**src/rtl/mult_booth16_sequencer.sv**
```systemverilog
// Radix-16 Booth multiplier sequencer: one Booth digit per cycle into a 2*WIDTH accumulator.
// Latency: Done rises WIDTH/4 (signed) or WIDTH/4+1 (unsigned) cycles after the accepting edge.
// Backpressure: none; Start is ignored while Busy, Abort cancels RUN or blocks Start when idle.
module mult_booth16_sequencer #(
    parameter int WIDTH = 32
) (
    input  logic             CLK,
    input  logic             Clear,
    input  logic             Start,
    input  logic             Signed,
    input  logic             Abort,
    input  logic [WIDTH-1:0] A,
    input  logic [WIDTH-1:0] B,
    output logic             Busy,
    output logic             Done,
    output logic [WIDTH-1:0] Hi,
    output logic [WIDTH-1:0] Lo,
    output logic [4:0]       DigitSel,
    output logic [3:0]       StepIdx
);

    localparam int PW      = 2 * WIDTH;
    localparam int BXW     = WIDTH + 5;
    localparam int SW      = $clog2(BXW);
    localparam int NSTEP_S = WIDTH / 4;
    localparam int NSTEP_U = WIDTH / 4 + 1;

    typedef enum logic [1:0] {
        S_IDLE,
        S_RUN,
        S_DONE
    } state_t;

    state_t          state;
    state_t          state_nxt;
    logic            load;
    logic            step;
    logic            commit;

    logic [PW-1:0]   aext;
    logic [BXW-1:0]  bx;
    logic [PW-1:0]   acc;
    logic [PW-1:0]   acc_nxt;
    logic [PW-1:0]   hilo;
    logic [3:0]      k;
    logic [3:0]      nlast;

    logic [SW-1:0]   base;
    logic [4:0]      w;
    logic [3:0]      p;
    logic [3:0]      mag;
    logic [PW-1:0]   mult;
    logic [PW-1:0]   pp;

    always_ff @(posedge CLK or negedge Clear) begin
        if (!Clear) begin
            state <= S_IDLE;
        end else begin
            state <= state_nxt;
        end
    end

    always_comb begin
        state_nxt = state;
        load      = 1'b0;
        step      = 1'b0;
        commit    = 1'b0;
        case (state)
            S_IDLE, S_DONE: begin
                if (Start && !Abort) begin
                    load      = 1'b1;
                    state_nxt = S_RUN;
                end else begin
                    state_nxt = S_IDLE;
                end
            end
            S_RUN: begin
                // Abort wins even on the final step so a cancelled op never lands in Hi/Lo.
                if (Abort) begin
                    state_nxt = S_IDLE;
                end else begin
                    step = 1'b1;
                    if (k == nlast) begin
                        commit    = 1'b1;
                        state_nxt = S_DONE;
                    end
                end
            end
            default: state_nxt = S_IDLE;
        endcase
    end

    // Booth window for digit k: {b[4k+3:4k], b[4k-1]}, with the implicit b[-1]=0 at bx[0].
    always_comb begin
        base = SW'({k, 2'b00});
        w    = bx[base +: 5];
    end

    // d = p - 8*w[4] with p in 0..8, so |d| is p or 8-p and the sign is w[4].
    always_comb begin
        p   = {1'b0, w[3], w[2], w[1]} + {3'b000, w[0]};
        mag = w[4] ? (4'd8 - p) : p;
        case (mag)
            4'd0:    mult = '0;
            4'd1:    mult = aext;
            4'd2:    mult = aext << 1;
            4'd3:    mult = aext + (aext << 1);
            4'd4:    mult = aext << 2;
            4'd5:    mult = aext + (aext << 2);
            4'd6:    mult = (aext << 1) + (aext << 2);
            4'd7:    mult = (aext << 3) - aext;
            4'd8:    mult = aext << 3;
            default: mult = '0;
        endcase
        pp      = w[4] ? (~mult + 1'b1) : mult;
        acc_nxt = acc + (pp << {k, 2'b00});
    end

    always_ff @(posedge CLK or negedge Clear) begin
        if (!Clear) begin
            aext  <= '0;
            bx    <= '0;
            acc   <= '0;
            k     <= '0;
            nlast <= '0;
            hilo  <= '0;
        end else begin
            if (load) begin
                aext  <= Signed ? {{WIDTH{A[WIDTH-1]}}, A} : {{WIDTH{1'b0}}, A};
                bx    <= {{4{Signed & B[WIDTH-1]}}, B, 1'b0};
                acc   <= '0;
                k     <= '0;
                nlast <= Signed ? 4'(NSTEP_S - 1) : 4'(NSTEP_U - 1);
            end else if (step) begin
                acc <= acc_nxt;
                k   <= k + 4'd1;
            end
            if (commit) begin
                hilo <= acc_nxt;
            end
        end
    end

    always_comb begin
        Busy     = (state == S_RUN);
        Done     = (state == S_DONE);
        Hi       = hilo[PW-1:WIDTH];
        Lo       = hilo[WIDTH-1:0];
        DigitSel = Busy ? w : 5'd0;
        StepIdx  = Busy ? k : 4'd0;
    end

endmodule

```
**config.mk**
```make
export PLATFORM = sky130hd
export DESIGN_NAME = mult_booth16_sequencer
export DESIGN_NICKNAME = d
export VERILOG_FILES = /design/src/rtl/mult_booth16_sequencer.sv
export SDC_FILE = /design/constraint.sdc
export NUM_CORES = 1
export LEC_CHECK = 0
export BUFFER_PORTS_ARGS = -buffer_cell sky130_fd_sc_hd__buf_2
export CAP_MARGIN = 0
export CORE_UTILIZATION = 50
export CTS_CLUSTER_DIAMETER = 40
export DETAILED_ROUTE_END_ITERATION = 16
export GPL_TIMING_DRIVEN = 0
export PLACE_DENSITY = 0.68
export SLEW_MARGIN = 20
export SYNTH_ARGS = -nofsm -noshare
export SYNTH_HDL_FRONTEND = slang
export SYNTH_SLANG_ARGS = --single-unit
```
**constraint.sdc**
```tcl
create_clock -name CLK -period 13.91 [get_ports CLK]
set_clock_uncertainty 0.05 [all_clocks]
set_input_delay 1.391 -clock CLK [delete_from_list [all_inputs] [get_ports CLK]]
set_output_delay 1.391 -clock CLK [all_outputs]
set_load 0.01 [all_outputs]
```
# Word-level counts from Yosys, hierarchy flattened
# Cells that the tools add are included.
[totals]
ram_bits = 0
output_inout_bits = 75
latchBits = 0
mem_count = 0
romBits = 0
elab_cells = 59
inputBits = 69
regBits = 235
[op_classes]
mul = 0
reduce_logical = 5
n_shift = 2
div_mod_pow = 0
bitwise = 2
magnitude_cmp = 0
eq_ne = 12
addsub = 9
muxes = 22
[ops]
columns = ["op", "n"]
rows = [
  ["$pmux W64 S8", 1],
  ["$add A64 B64 Y64", 4],
  ["$mux W64", 4],
  ["$add A64 B1 Y64 const B", 1],
  ["$not A64 Y64", 1],
  ["$shl A64 B6 Y64", 1],
  ["$sub A64 B64 Y64", 1],
  ["$shiftx A37 B7 Y5", 1],
  ["$mux W4", 5],
  ["$eq A4 B3 Y1 const B", 4],
  ["$eq A4 B2 Y1 const B", 2],
  ["$mux W1", 8],
  ["$mux W5", 1],
  ["$add A3 B1 Y4", 1],
  ["$add A4 B1 Y4 const B", 1],
  ["$eq A4 B1 Y1 const B", 1],
  ["$eq A4 B4 Y1", 1],
  ["$eq A4 B4 Y1 const B", 1],
  ["$mux W2", 2],
  ["$pmux W2 S2", 1],
  ["$sub A4 B4 Y4 const A", 1],
  ["$ne A3 B2 Y1 const B", 1],
  ["$eq A2 B1 Y1 const B", 1],
  ["$eq A2 B2 Y1 const B", 1],
  ["other kinds (6)", 6],
]

# Depth between registers and ports, before layout
[depth]
word_depth = 13
depth_mapped = 61
depth_no_buf = 53

# Worst setup path before layout
# No wires, ideal clock.
[synth_path]
kind = "reg-to-reg"
startpoint = "register k[1]"
endpoint = "register hilo[60]"
t_arrival_ps = 12270
setup_time_ps = 125
path_buffers = 11
synth_period_minus_slack_ps = 12444
setup_slack_ps = 1466
path_stages_with_launch = 60
required_ps = 13735
cell_sequence = "dfrtp_1 > buf_6 > buf_12 > buf_6 > clkbuf_1 > buf_1 > mux2_2 > o211ai_1 > o21ai_0 > ha_1 > inv_1 > clkbuf_1 > clkbuf_1 > ha_1 > clkbuf_1 > inv_1 > a221oi_1 > a311o_1 > [24 not listed] > nor2_1 > ha_1 > a21o_1 > a21oi_1 > o21bai_1 > a21o_1 > a21oi_1 > o21ai_0 > o311a_1 > o311ai_0 > a21o_1 > a311oi_1 > o31a_1 > nor2_1 > o21a_1 > o21ai_0 > xor2_1 > mux2_2"
[synth_between]
elab_chain_len = 11
elab_cells_between_ends = 22
cone_classes = "4 x add/sub; 9 x eq/ne; 2 x shift; 6 x mux; 1 x bitwise"
[synth_lines]
columns = ["item", "line", "rtl"]
rows = [
  ["from (decl)", "45", "logic [3:0] k;"],
  ["from (signal assigned)", "136", "k <= k + 4'd1;"],
  ["$shiftx A37 B7 Y5", "96", "w = bx[base +: 5];"],
  ["$add A3 B1 Y4", "101", "p = {1'b0, w[3], w[2], w[1]} + {3'b000, w[0]};"],
  ["$sub A4 B4 Y4", "102", "mag = w[4] ? (4'd8 - p) : p;"],
  ["$mux W4", "102", ""],
  ["$eq A4 B4 Y1 (tied with other cells)", "103", "case (mag)"],
  ["$pmux W64 S8", "103", ""],
  ["$not A64 Y64", "115", "pp = w[4] ? (~mult + 1'b1) : mult;"],
  ["$add A64 B1 Y64", "115", ""],
  ["$mux W64", "115", ""],
  ["$shl A64 B6 Y64", "116", "acc_nxt = acc + (pp << {k, 2'b00});"],
  ["$add A64 B64 Y64", "116", ""],
  ["to (signal assigned)", "139", "hilo <= acc_nxt;"],
  ["to (decl)", "44", "logic [PW-1:0] hilo;"],
]
# Several ways; a longest one is shown, not always the timed one.
# A chain may end at the register's enable or synchronous reset.

# Final worst setup path
# Same ends and word-level chain as after synthesis.

==> flow_results.xml <==
<?xml version="1.0" encoding="UTF-8"?>
<metrics>
  <group name="grt">
    <metric name="number_of_global_route_vias_before_repair" unit="">24179</metric>
    <metric name="grt_start_max_net_pins" unit="">80</metric>
    <metric name="grt_antenna_before_repair" unit="">4</metric>
    <metric name="grt_first_pass_wirelength" unit="um">144400</metric>
    <metric name="groute.usage.overall" unit="%">39.93</metric>
    <metric name="grt.overflow.total" unit="">0</metric>
  </group>
  <group name="run">
    <metric name="cap_viol_max_count" unit="">0</metric>
  </group>
  <group name="setup_path">
    <metric name="crit_path_max_incr_delay" unit="ns">0.53</metric>
    <metric name="timing.critical_path.fanout_max" unit="">10</metric>
    <metric name="critPathSlowestCell" unit="">mux4_2</metric>
    <metric name="worst_r2r_startpoint" unit="">k[1]</metric>
    <metric name="critical_path.endpoint" unit="">hilo[60]</metric>
    <metric name="worst_setup_path_start_kind" unit="">flip-flop</metric>
    <metric name="crit_required" unit="ns">14.30</metric>
    <metric name="setup.worst_path.class" unit="">flip-flop to flip-flop</metric>
    <metric name="critPathLaunch" unit="">k[1]</metric>
    <metric name="rrSetupSlack" unit="ns">0.47</metric>
    <metric name="type_of_element_capturing_the_critical_path" unit="">flip-flop</metric>
    <metric name="arrival_time_of_the_worst_setup_path" unit="ns">13.83</metric>
    <metric name="reg2reg_to" unit="">hilo[60]</metric>
    <metric name="reg2reg_depth" unit="">57</metric>
  </group>
  <group name="placed_design">
    <metric name="place.port_buffers" unit="">143</metric>
    <metric name="post-place-ws" unit="ns">-3.417</metric>
    <metric name="dp_hpwl" unit="um">74190</metric>
    <metric name="dpl_cell_area" unit="sq mm">0.02434</metric>
    <metric name="finalWeightedCongestion" unit="">1.035</metric>
  </group>
  <group name="synth">
    <metric name="syn-instance-count" unit="">2947</metric>
    <metric name="cell_area_synth" unit="sq mm">0.02280</metric>
    <metric name="synth_seq_area_share" unit="%">22.17</metric>
    <metric name="yosysWarnings" unit="">0</metric>
    <metric name="synth_cell_type_count" unit="">112</metric>
    <metric name="ys_dominant_reg_cell" unit="">dfrtp_1</metric>
    <metric name="async_reset_ff_share" unit="%">100.0</metric>
    <metric name="synthesis.nets" unit="">3189</metric>
    <metric name="post_synth.cell_area_avg" unit="sq um">7.738</metric>
    <metric name="yosys_register_bits" unit="">202</metric>
    <metric name="synth_enable_flop_cells" unit="">0</metric>
  </group>
  <group name="sta">
    <metric name="timing.max_slew.rel_slack" unit="%">24.19</metric>
    <metric name="setup-violations-final" unit="">0</metric>
    <metric name="min_period" unit="ns">13.44</metric>
    <metric name="finalHoldViolations" unit="">0</metric>
    <metric name="finalMaxSlewViolations" unit="">0</metric>
    <metric name="fmaxAchievable" unit="MHz">74.43</metric>
    <metric name="fin_crit_sh" unit="%">96.59</metric>
    <metric name="final_critical_path_setup_slack" unit="ns">0.4748</metric>
    <metric name="tightest_slew" unit="ns">1.130</metric>
  </group>
  <group name="clock_tree">
    <metric name="cts-root-buf" unit="">clkbuf_16</metric>
    <metric name="cts_max_level" unit="">2</metric>
    <metric name="cts.path.max_buffers" unit="">3</metric>
    <metric name="worst_setup_hold_path_clk_slew" unit="ns">0.06</metric>
    <metric name="cts.hold.buffers_added" unit="">0</metric>
    <metric name="inserted_clock_buffers" unit="">38</metric>
    <metric name="tritoncts_clock_tree" unit="">built</metric>
    <metric name="clk-insertion-delay-late" unit="ns">0.57</metric>
    <metric name="clock_sinks" unit="">202</metric>
  </group>
  <group name="final_layout">
    <metric name="layout_cell_share_with_drive_strength_beyond_1" unit="%">13.66</metric>
    <metric name="postLayoutCoreUtil" unit="%">58.72</metric>
    <metric name="area.growth.synth_to_final" unit="%">14.87</metric>
    <metric name="finish.instance_area" unit="sq mm">0.02619</metric>
    <metric name="final_nets" unit="">3390</metric>
  </group>
  <group name="detailed_routing">
    <metric name="drtPass1Iterations" unit="">5</metric>
    <metric name="final_antenna_net_count" unit="">0</metric>
    <metric name="vias" unit="">25503</metric>
    <metric name="drt_drc_violations_left" unit="">0</metric>
    <metric name="vias_cell" unit="">6.765</metric>
    <metric name="detail_route.wirelength" unit="um">94830</metric>
    <metric name="drt_iter0_markers" unit="">3574</metric>
    <metric name="avgRoutedWirePerCell" unit="um">25.15</metric>
  </group>
  <group name="floorplan">
    <metric name="row_count" unit="">77</metric>
    <metric name="die_y" unit="um">215.6</metric>
    <metric name="area_of_the_die" unit="sq mm">0.04646</metric>
    <metric name="core_area" unit="sq mm">0.04461</metric>
    <metric name="ios" unit="">144</metric>
    <metric name="floorplan.initialDensity" unit="%">51.12</metric>
    <metric name="chipWidth" unit="um">215.6</metric>
  </group>
  <group name="min_path">
    <metric name="holdCritPathClass" unit="">flip-flop to flip-flop</metric>
  </group>
  <group name="run_status">
    <metric name="run_status" unit="">complete, no violations</metric>
  </group>
</metrics>
registers in the layout (all words and copies together), names as in the netlist:
name   count
bx        33
k          4
hilo      64
aext      33
acc       64
nlast      2
state      2
placed cells by master, fill, tap and decap left out, types with 10 or more instances in the layout:
| cell | Yosys | layout |
|---|---|---|
| a31oi_1 | 40 | 38 |
| o21a_1 | 35 | 35 |
| a21o_1 | 76 | 76 |
| or3_1 | 24 | 24 |
| ha_1 | 170 | 169 |
| o21bai_1 | 21 | 21 |
| o211ai_1 | 28 | 28 |
| o21ai_0 | 211 | 206 |
| nand3_1 | 80 | 80 |
| a221oi_1 | 13 | 10 |
| buf_2 | 9 | 150 |
| buf_4 | 9 | 31 |
| a211o_1 | 22 | 22 |
| inv_1 | 108 | 108 |
| buf_1 | 13 | 10 |
| nor4_1 | 15 | 14 |
| a221o_1 | 22 | 22 |
| o31ai_1 | 21 | 20 |
| nor2_1 | 210 | 207 |
| nor3_1 | 88 | 87 |
| dfrtp_1 | 202 | 201 |
| a22o_1 | 68 | 68 |
| nor2b_1 | 22 | 22 |
| nand4_1 | 30 | 30 |
| and2_1 | 38 | 38 |
| mux2_2 | 55 | 55 |
| clkbuf_1 | 120 | 106 |
| a211oi_1 | 40 | 38 |
| xor2_1 | 55 | 55 |
| a21oi_1 | 203 | 198 |
| xnor2_1 | 108 | 107 |
| a22oi_1 | 21 | 21 |
| nand2_1 | 414 | 410 |
| o22ai_1 | 17 | 15 |
| clkbuf_16 | 0 | 39 |
| mux2i_1 | 45 | 44 |
| and3_1 | 32 | 32 |
| nand2b_1 | 21 | 21 |
final cells by class:
| type | instances | area [sq um] |
|---|---|---|
| flip-flops and latches | 202 | 5056 |
| clock inverters | 26 | 365.4 |
| fillers | 4100 | 18410 |
| plain buffers | 154 | 726.9 |
| well taps | 592 | 740.7 |
| repair buffers | 163 | 915.9 |
| diodes | 1 | 2.502 |
| clock buffers | 43 | 1021 |
| multi-input cells | 2478 | 16950 |
| inverters | 111 | 416.7 |
layer usage:
| layer | track usage (%) | part of all wire [%] | vias to the layer above |
|---|---|---|---|
| li1 | - | - | 11390 |
| met1 | 57.42 | 44 | 12385 |
| met2 | 58.75 | 42 | 1503 |
| met3 | 9.641 | 12 | 219 |
| met4 | 11.73 | 2.7 | 6 |
| met5 | 0 | 0.040 | - |
critical path, delay by kind of cell (launching register included):
kind            cells  cell delay (ns)
xor+xnor            2             0.41
simple gates        9             1.68
buf+inv            12             2.17
mux                 4             1.36
fa+ha+maj           5             1.63
compound gates     25             5.64
flops               1             0.36
worst min-delay path by stage:
stage / startpoint / end / slack [ns] / cells past startpoint
after global routing: bx[29] / bx[29] / 0.43 / 2
after global placement: bx[25] / bx[25] / 0.41 / 2
after detailed placement: hilo[47] / hilo[47] / 0.41 / 2
after floorplan: bx[25] / bx[25] / 0.39 / 2
final: hilo[47] / hilo[47] / 0.42 / 2
after CTS: hilo[47] / hilo[47] / 0.42 / 2
synthesized netlist by cell type (24+ instances only):
library cell / n / area share (%)
nand2_1: 414 / 6.8
o21ai_0: 211 / 4.6
nor2_1: 210 / 3.5
a21oi_1: 203 / 4.5
dfrtp_1: 202 / 22
ha_1: 170 / 9.3
clkbuf_1: 120 / 2.0
inv_1: 108 / 1.8
xnor2_1: 108 / 4.1
nor3_1: 88 / 1.9
nand3_1: 80 / 1.8
a21o_1: 76 / 2.5
a22o_1: 68 / 2.6
mux2_2: 55 / 2.7
xor2_1: 55 / 2.1
mux2i_1: 45 / 2.0
a211oi_1: 40 / 1.3
a31oi_1: 40 / 1.1
and2_1: 38 / 1.0
o21a_1: 35 / 1.2
and3_1: 32 / 0.88
nand4_1: 30 / 0.82
o211ai_1: 28 / 0.92
or3_1: 24 / 0.66
through the flow:
| stage | setup TNS, ns | cells | hold slack, ns |
|---|---|---|---|
| 2_1_floorplan | 0 | 2947 | 0.3903 |
| 3_3_place_gp | -177.97 | 3682 | 0.4057 |
| 3_5_place_dp | -184.31 | 3685 | 0.4092 |
| 4_1_cts | 0 | 3760 | 0.4236 |
| 5_1_grt | -0.009693 | 3769 | 0.4332 |
| 6_report | 0 | 3770 | 0.4195 |
cells by family (layout without fill, tap and decap cells):
kind of cell / after synthesis / count (layout) / share of synthesized area (%)
DFF: 202 / 202 / 22.17
adders and majority gates: 173 / 173 / 9.591
other: 0 / 1 / 0
xor gates and xnor gates: 164 / 164 / 6.332
muxes: 105 / 105 / 5.185
buffers and inverters: 267 / 497 / 4.796
and+or+nand+nor: 1043 / 1043 / 21.99
AOI/OAI and AO/OA: 993 / 993 / 29.94
repair_timing:
item	CTS	global route
gates resized for setup	53	46
buffers inserted	7	10
pin swaps	4	13
endpoints found under the setup margin	95	36
Power is not shown: default switching activity piles up to over one toggle a cycle in this logic, so the estimate is an artifact.
